### src/rtl/id_ex_operand_stage_pkg.sv
// Shared definitions for the ID/EX operand stage and its forwarding mux.
// Default widths, the hard-wired zero register index and the control-bundle
// field layout that the EX stage decodes.
package id_ex_operand_stage_pkg;

  localparam int unsigned DEFAULT_DATA_W = 32;
  localparam int unsigned DEFAULT_REG_W  = 5;
  localparam int unsigned DEFAULT_CTRL_W = 16;

  // Register index that always reads as zero
  localparam int unsigned REG_ZERO = 0;

  // Control bundle layout: [EX fields | MEM fields | WB fields], LSB first
  localparam int unsigned CTRL_EX_LSB  = 0;
  localparam int unsigned CTRL_MEM_LSB = 8;
  localparam int unsigned CTRL_WB_LSB  = 12;

  // Non-empty, ascending field groups that fit inside the bundle
  function automatic bit ctrl_layout_ok(input int unsigned ctrl_w);
    return (CTRL_EX_LSB < CTRL_MEM_LSB) &&
           (CTRL_MEM_LSB < CTRL_WB_LSB) &&
           (CTRL_WB_LSB < ctrl_w);
  endfunction

endpackage

### src/rtl/id_ex_operand_stage_operand_forward_mux.sv
// Operand forwarding select: zero register, then EX/MEM, then MEM/WB,
// then register-file data. Purely combinational.
module operand_forward_mux
  import id_ex_operand_stage_pkg::*;
#(
  parameter int unsigned DATA_W = DEFAULT_DATA_W,
  parameter int unsigned REG_W  = DEFAULT_REG_W
) (
  input  logic [REG_W-1:0]  idx,
  input  logic [DATA_W-1:0] rf_data,
  input  logic              exmem_reg_write,
  input  logic [REG_W-1:0]  exmem_write_reg,
  input  logic [DATA_W-1:0] exmem_result,
  input  logic              memwb_reg_write,
  input  logic [REG_W-1:0]  memwb_write_reg,
  input  logic [DATA_W-1:0] memwb_data,
  output logic [DATA_W-1:0] operand_c
);

  // Priority select; the younger EX/MEM result wins over MEM/WB
  always_comb begin
    operand_c = rf_data;
    if (idx == REG_W'(REG_ZERO)) begin
      operand_c = '0;
    end else if (exmem_reg_write && (exmem_write_reg == idx)) begin
      operand_c = exmem_result;
    end else if (memwb_reg_write && (memwb_write_reg == idx)) begin
      operand_c = memwb_data;
    end
  end

endmodule

### src/rtl/id_ex_operand_stage.sv
// ID/EX operand stage: captures forwarded register operands for the
// decoded instruction, inserts a bubble on load-use hazards and squashes
// on flush. Optional stall/flush event counters under ID_EX_STALL_CNT_EN.
module id_ex_operand_stage
  import id_ex_operand_stage_pkg::*;
#(
  parameter int unsigned DATA_W = DEFAULT_DATA_W,
  parameter int unsigned REG_W  = DEFAULT_REG_W,
  parameter int unsigned CTRL_W = DEFAULT_CTRL_W
) (
  input  logic              clk,
  input  logic              resetN,
  input  logic              flush,
  input  logic              inValid,
  output logic              inReady,
  input  logic [DATA_W-1:0] inPc,
  input  logic [REG_W-1:0]  inRs,
  input  logic [REG_W-1:0]  inRt,
  input  logic [REG_W-1:0]  inRd,
  input  logic              inUsesRt,
  input  logic [DATA_W-1:0] inRsData,
  input  logic [DATA_W-1:0] inRtData,
  input  logic [DATA_W-1:0] inImm,
  input  logic [REG_W-1:0]  inWriteReg,
  input  logic              inMemRead,
  input  logic [CTRL_W-1:0] inCtrl,
  input  logic              exmemRegWrite,
  input  logic [REG_W-1:0]  exmemWriteReg,
  input  logic [DATA_W-1:0] exmemResult,
  input  logic              memwbRegWrite,
  input  logic [REG_W-1:0]  memwbWriteReg,
  input  logic [DATA_W-1:0] memwbData,
  output logic              outValid,
  input  logic              outReady,
  output logic [DATA_W-1:0] outPc,
  output logic [DATA_W-1:0] outRsData,
  output logic [DATA_W-1:0] outRtData,
  output logic [DATA_W-1:0] outImm,
  output logic [REG_W-1:0]  outRs,
  output logic [REG_W-1:0]  outRt,
  output logic [REG_W-1:0]  outWriteReg,
  output logic              outMemRead,
  output logic [CTRL_W-1:0] outCtrl
`ifdef ID_EX_STALL_CNT_EN
  ,
  output logic [31:0]       stallCount,
  output logic [31:0]       flushCount
`endif
);

  localparam logic [0:0] ST_EMPTY = 1'b0;
  localparam logic [0:0] ST_FULL  = 1'b1;

  // Reject control layouts the EX stage cannot decode
  if (!ctrl_layout_ok(CTRL_W)) begin : g_ctrl_layout_bad
    $error("id_ex_operand_stage: CTRL_W too narrow for control field layout");
  end

  logic [0:0]        state_q;
  logic [0:0]        state_d;
  logic              capture_c;
  logic              free_c;
  logic              hazard_c;
  logic [DATA_W-1:0] rs_fwd_c;
  logic [DATA_W-1:0] rt_fwd_c;

  // The destination is already resolved upstream into inWriteReg
  logic unused_rd;
  assign unused_rd = ^inRd;

  assign outValid = (state_q == ST_FULL);

  // Slot availability and load-use detection against the held bundle
  always_comb begin
    free_c   = !outValid || outReady;
    hazard_c = outValid && outMemRead &&
               (outWriteReg != REG_W'(REG_ZERO)) &&
               ((outWriteReg == inRs) || (inUsesRt && (outWriteReg == inRt)));
    inReady  = free_c && !hazard_c && !flush;
  end

  operand_forward_mux #(
    .DATA_W (DATA_W),
    .REG_W  (REG_W)
  ) u_rs_fwd (
    .idx             (inRs),
    .rf_data         (inRsData),
    .exmem_reg_write (exmemRegWrite),
    .exmem_write_reg (exmemWriteReg),
    .exmem_result    (exmemResult),
    .memwb_reg_write (memwbRegWrite),
    .memwb_write_reg (memwbWriteReg),
    .memwb_data      (memwbData),
    .operand_c       (rs_fwd_c)
  );

  // rt is forwarded unconditionally; EX ignores it when unused
  operand_forward_mux #(
    .DATA_W (DATA_W),
    .REG_W  (REG_W)
  ) u_rt_fwd (
    .idx             (inRt),
    .rf_data         (inRtData),
    .exmem_reg_write (exmemRegWrite),
    .exmem_write_reg (exmemWriteReg),
    .exmem_result    (exmemResult),
    .memwb_reg_write (memwbRegWrite),
    .memwb_write_reg (memwbWriteReg),
    .memwb_data      (memwbData),
    .operand_c       (rt_fwd_c)
  );

  // Control state register
  always_ff @(posedge clk or negedge resetN) begin
    if (!resetN) begin
      state_q <= ST_EMPTY;
    end else begin
      state_q <= state_d;
    end
  end

  // Next state and capture enable: flush > bubble > accept > drain > hold
  always_comb begin
    state_d   = state_q;
    capture_c = 1'b0;
    if (flush) begin
      state_d = ST_EMPTY;
    end else if (free_c) begin
      if (hazard_c) begin
        state_d = ST_EMPTY;
      end else if (inValid) begin
        state_d   = ST_FULL;
        capture_c = 1'b1;
      end else begin
        state_d = ST_EMPTY;
      end
    end
  end

  // Operand bundle registers; only written on accept, so they hold on stall
  always_ff @(posedge clk or negedge resetN) begin
    if (!resetN) begin
      outPc       <= '0;
      outRsData   <= '0;
      outRtData   <= '0;
      outImm      <= '0;
      outRs       <= '0;
      outRt       <= '0;
      outWriteReg <= '0;
      outMemRead  <= 1'b0;
      outCtrl     <= '0;
    end else if (capture_c) begin
      outPc       <= inPc;
      outRsData   <= rs_fwd_c;
      outRtData   <= rt_fwd_c;
      outImm      <= inImm;
      outRs       <= inRs;
      outRt       <= inRt;
      outWriteReg <= inWriteReg;
      outMemRead  <= inMemRead;
      outCtrl     <= inCtrl;
    end
  end

`ifdef ID_EX_STALL_CNT_EN
  // Event counters: load-use stalls of a pending instruction and squashed bundles
  always_ff @(posedge clk or negedge resetN) begin
    if (!resetN) begin
      stallCount <= '0;
      flushCount <= '0;
    end else begin
      if (hazard_c && free_c && inValid) begin
        stallCount <= stallCount + 32'd1;
      end
      if (flush && outValid) begin
        flushCount <= flushCount + 32'd1;
      end
    end
  end
`endif

endmodule

### config.mk
export PLATFORM = sky130hd
export DESIGN_NAME = id_ex_operand_stage
export DESIGN_NICKNAME = d
export VERILOG_FILES = /design/src/rtl/id_ex_operand_stage_pkg.sv /design/src/rtl/id_ex_operand_stage_operand_forward_mux.sv /design/src/rtl/id_ex_operand_stage.sv
export SDC_FILE = /design/constraint.sdc
export NUM_CORES = 1
export LEC_CHECK = 0
export CAP_MARGIN = 20
export CORE_AREA = 2 2 157 159
export DETAILED_ROUTE_END_ITERATION = 10
export DIE_AREA = 0 0 159 161
export PLACE_DENSITY_LB_ADDON = 0.15
export SLEW_MARGIN = 30
export SYNTH_ARGS = -nofsm -noshare
export SYNTH_HDL_FRONTEND = slang
export SYNTH_SLANG_ARGS = --single-unit
### constraint.sdc
create_clock -name clk -period 2.35 [get_ports clk]
set_input_delay 0.47 -clock clk [delete_from_list [all_inputs] [get_ports clk]]
set_output_delay 0.47 -clock clk [all_outputs]
set_load 0.01 [all_outputs]
==> results.txt <==
The prevailing post-synth register cell is sky130_fd_sc_hd__dfrtp_1. The clock latency reported for the late side of the worst-skew pair came out at between 0.4 and 0.5 ns. The die covers around 0.026 mm^2. The detailed router's first-iteration violation count came out at slightly above 500. Of the cells placed in the final design, the portion with a size suffix greater than 1 is 0.195. The tree built by TritonCTS fans out to 161 sinks.

The vias after detailed routing is just over 8000. Once detail routing completed, the nets flagged for antenna violations numbered 0. The instance count after placement with tap cells included is approximately 1500.

Synthesis produced a netlist with a net count of approximately 1000. The period utilization came out at 1.02. The worst endpoint data arrival time is 1.92 ns. The floorplan step defined a core boundary enclosing ~0.024 mm^2. Synthesis produced a netlist whose cell count is approximately 780. TritonCTS built the clock tree. In the final routed layout, each cell accounts on average for roughly 22 um. The critical path start-end classification is flip-flop to output port. The maximum fanout encountered on the critical timing path came out at 2. The number of enable flip-flop cells after synthesis came out at 0.

Averaged over all synthesized cells, the footprint is 11.4 um^2. The final count of pins violating max slew came out at 0. The worst setup slack after placement came out at -0.432 ns.

The data required time of the worst path came out at 1.88 ns. The post-synthesis sequential area ratio came out at 0.455. The last weighted congestion value of the routability-driven placer is 0.829. The signal on the critical path passes through or3_4, o311a_1, and2_4, nor3_2, buf_2. The slowest cell on the critical path is sky130_fd_sc_hd__or3_4. The quantity of I/O buffers inserted on ports came out at about 400. In the global route stage, overall resource usage came out at 0.254. The post-route worst setup slack is -0.0353 ns. The H-tree was split into 4 levels. The routed design could run at a clock period as short as ~2.4 ns. The routed wire length is roughly 33000 um. Summed over all layers, the global routing overflow is 0. The worst max-slew margin expressed relative to the limit is 0.612. In this run the core area contains between 50 and 60 standard-cell rows. The layout overhead on the synthesized area came out at 64.5%. Counting along the longest clock path gives a buffer depth of 2. ~410 I/O pins were placed. The number of buffer and inverter stages on the critical path is 1.

After detailed routing, the number of vias per cell comes to ~5.3. The final reports fail on negative hold slack, negative setup slack. The number of antenna violations at the first check in global routing is 3. For this design the static power due to leakage is approximately 6 nW.

The clock buffer count from CTS came out at 17. The initial cell density of the core is 0.369. The die width came out at 159 um. The number of global-route vias before repair came out at roughly 8500.

After legalization and detailed placement, the total HPWL measured about 24000 um. After synthesis the cells add up to just under 0.009 mm^2. The final non-filler cell area came out at around 0.015 mm^2. The wire length of the first global-routing pass came out at approximately 50000 um. The worst setup path is captured at an output port. The register-to-register setup slack is 0.08 ns. The tree is rooted in a sky130_fd_sc_hd__clkbuf_16. The warning count from the yosys run came out at 0. The setup TNS came out at -0.0353 ns. The share of flip-flops with an asynchronous set or reset came out at 1.00. IR analysis of the VDD net gives a maximum drop of between 0.4 and 0.5 mV. The final number of setup-violating endpoints came out at 1.

Setup repair after global routing could not meet its margin everywhere. The worst clock skew on the final layout is around 0.012 ns. In this run the worst hold path is classified as input pin to asynchronous set/reset pin. The unique cell type count in the Yosys netlist came out at 37.

The number of hold-slack violations in the final timing report came out at 3. In this design, the stage delay of the slowest critical-path cell is 0.39 ns. The clock-pin slew on the worst setup and hold paths came out at around 0.08 ns. The final cell count without fillers came out at 1543.

Max-cap violations in this run came to 0. The worst hold slack came out at -0.0108 ns. For this design the ratio of total power to cell area is between 600 and 700 mW/mm^2. The final net count is 1452. The worst setup path is launched from a flip-flop. The y dimension of the die is ~160 um. The run finished, with violations left. In the routed design, unresolved DRC markers number 0. Once placement finished, the instance area stood at between 0.01 and 0.015 mm^2. The cell class contributing the biggest share of worst-path delay is simple AND/OR/NAND/NOR gates.

Static timing analysis puts the maximum clock frequency at 419 MHz. The total of flip-flops plus latches after synthesis is 161. Once layout is complete, the utilization of the core stands at 0.607. Entering global routing, the biggest net connects 65 pins.

The worst-margin pin slew came out at 0.582 ns. The first-pass iteration count of the detailed router is 5.
## worst paths after layout
| path | depth (start not counted) | end | start |
|---|---|---|---|
| worst max register to register | 8 | outPc[17] | outWriteReg[1] |
| min in group clk | 1 | outImm[14] | outImm[14] |
| worst min register to register | 1 | outImm[14] | outImm[14] |
| worst min-delay path | 1 | outRtData[9] | resetN |
| worst max-delay path | 5 | inReady | outWriteReg[1] |
| max in group asynchronous | 2 | outImm[26] | resetN |
## sequential cells by signal, summed over array words and instances, names as in the netlist
name and cells:
outRt 5, outMemRead 1, outRtData 32, outRs 5
outImm 32, outRsData 32, outValid 1, outPc 32
outCtrl 16, outWriteReg 5
## through the flow
stage,hold WS [ns],total power [mW]
floorplan,0.174,4.71
global placement,0.465,6.64
detailed placement,0.476,6.67
CTS,0.00223,9.60
global route,0.0227,9.99
finish,-0.0108,9.55
## cell usage in the layout, fill, tap and decap left out, types with 4 or more instances in the layout
cell type / n
sky130_fd_sc_hd__a21boi_0: 47
sky130_fd_sc_hd__a21boi_1: 17
sky130_fd_sc_hd__and3_1: 64
sky130_fd_sc_hd__buf_12: 22
sky130_fd_sc_hd__buf_4: 54
sky130_fd_sc_hd__clkbuf_16: 21
sky130_fd_sc_hd__clkdlybuf4s50_1: 401
sky130_fd_sc_hd__clkinv_8: 7
sky130_fd_sc_hd__dfrtp_1: 161
sky130_fd_sc_hd__inv_1: 65
sky130_fd_sc_hd__inv_8: 4
sky130_fd_sc_hd__mux2_1: 20
sky130_fd_sc_hd__mux2_2: 72
sky130_fd_sc_hd__mux2_4: 4
sky130_fd_sc_hd__nand3b_1: 32
sky130_fd_sc_hd__o31ai_1: 64
sky130_fd_sc_hd__o32ai_1: 33
sky130_fd_sc_hd__o32ai_2: 31
sky130_fd_sc_hd__or3_1: 32
sky130_fd_sc_hd__xnor2_1: 18
sky130_fd_sc_hd__xor2_1: 12
## cell usage after synthesis (3+ instances only)
cell,number,area (um^2)
sky130_fd_sc_hd__o32ai_1,33,289
sky130_fd_sc_hd__and3_1,64,400
sky130_fd_sc_hd__buf_6,4,45.0
sky130_fd_sc_hd__mux2_2,76,856
sky130_fd_sc_hd__dfrtp_1,161,4030
sky130_fd_sc_hd__buf_4,12,90.1
sky130_fd_sc_hd__o32ai_2,31,504
sky130_fd_sc_hd__xnor2_1,18,158
sky130_fd_sc_hd__buf_8,4,60.1
sky130_fd_sc_hd__xor2_1,12,105
sky130_fd_sc_hd__a21boi_0,47,353
sky130_fd_sc_hd__buf_2,9,45.0
sky130_fd_sc_hd__o31ai_1,64,480
sky130_fd_sc_hd__a21boi_1,18,135
sky130_fd_sc_hd__mux2_1,20,225
sky130_fd_sc_hd__and2_1,3,18.8
sky130_fd_sc_hd__or3_1,33,206
sky130_fd_sc_hd__nand2_1,3,11.3
sky130_fd_sc_hd__inv_1,65,244
sky130_fd_sc_hd__nand3b_1,32,240
sky130_fd_sc_hd__clkbuf_1,46,173
## cell type report
class	count	area, um^2
Inverter	65	244
Multi-Input combinational cell	473	4220
Antenna cell	1	2.50
Tap cell	324	405
Timing Repair Buffer	487	5040
Fill cell	2009	9410
Clock inverter	15	190
Clock buffer	17	425
Sequential cell	161	4030
## kinds of logic (layout without fill, tap and decap cells)
group	Yosys count	in the layout	share of synthesized area
multiplexers	96	96	0.122
flip-flops	161	161	0.455
buffers and inverters	142	584	0.0771
AO/OA/AOI/OAI	198	198	0.203
XOR/XNOR	30	30	0.0297
AND/OR/NAND/NOR	149	149	0.113
other	0	1	0
## power breakdown
part | internal (mW) | switching [mW] | leakage (nW)
Clock | 1.45 | 1.43 | 0.299
Combinational | 1.86 | 1.27 | 3.75
Sequential | 3.26 | 0.278 | 1.93
## routing by layer
metal | track usage | share of wire
met5 | 0 | 0.00078
met4 | 0.0748 | 0.022
met3 | 0.0763 | 0.073
met2 | 0.426 | 0.50
met1 | 0.318 | 0.41
## timing repair
action                                  in CTS  in global routing
hold buffers                                 0                  0
resized for setup                            8                 10
buffers inserted                             0                  3
cloned                                       0                  5
pin swaps                                    4                  4
endpoints found under the setup margin      20                 77
No activity file was read; power rests on OpenSTA's default activity.
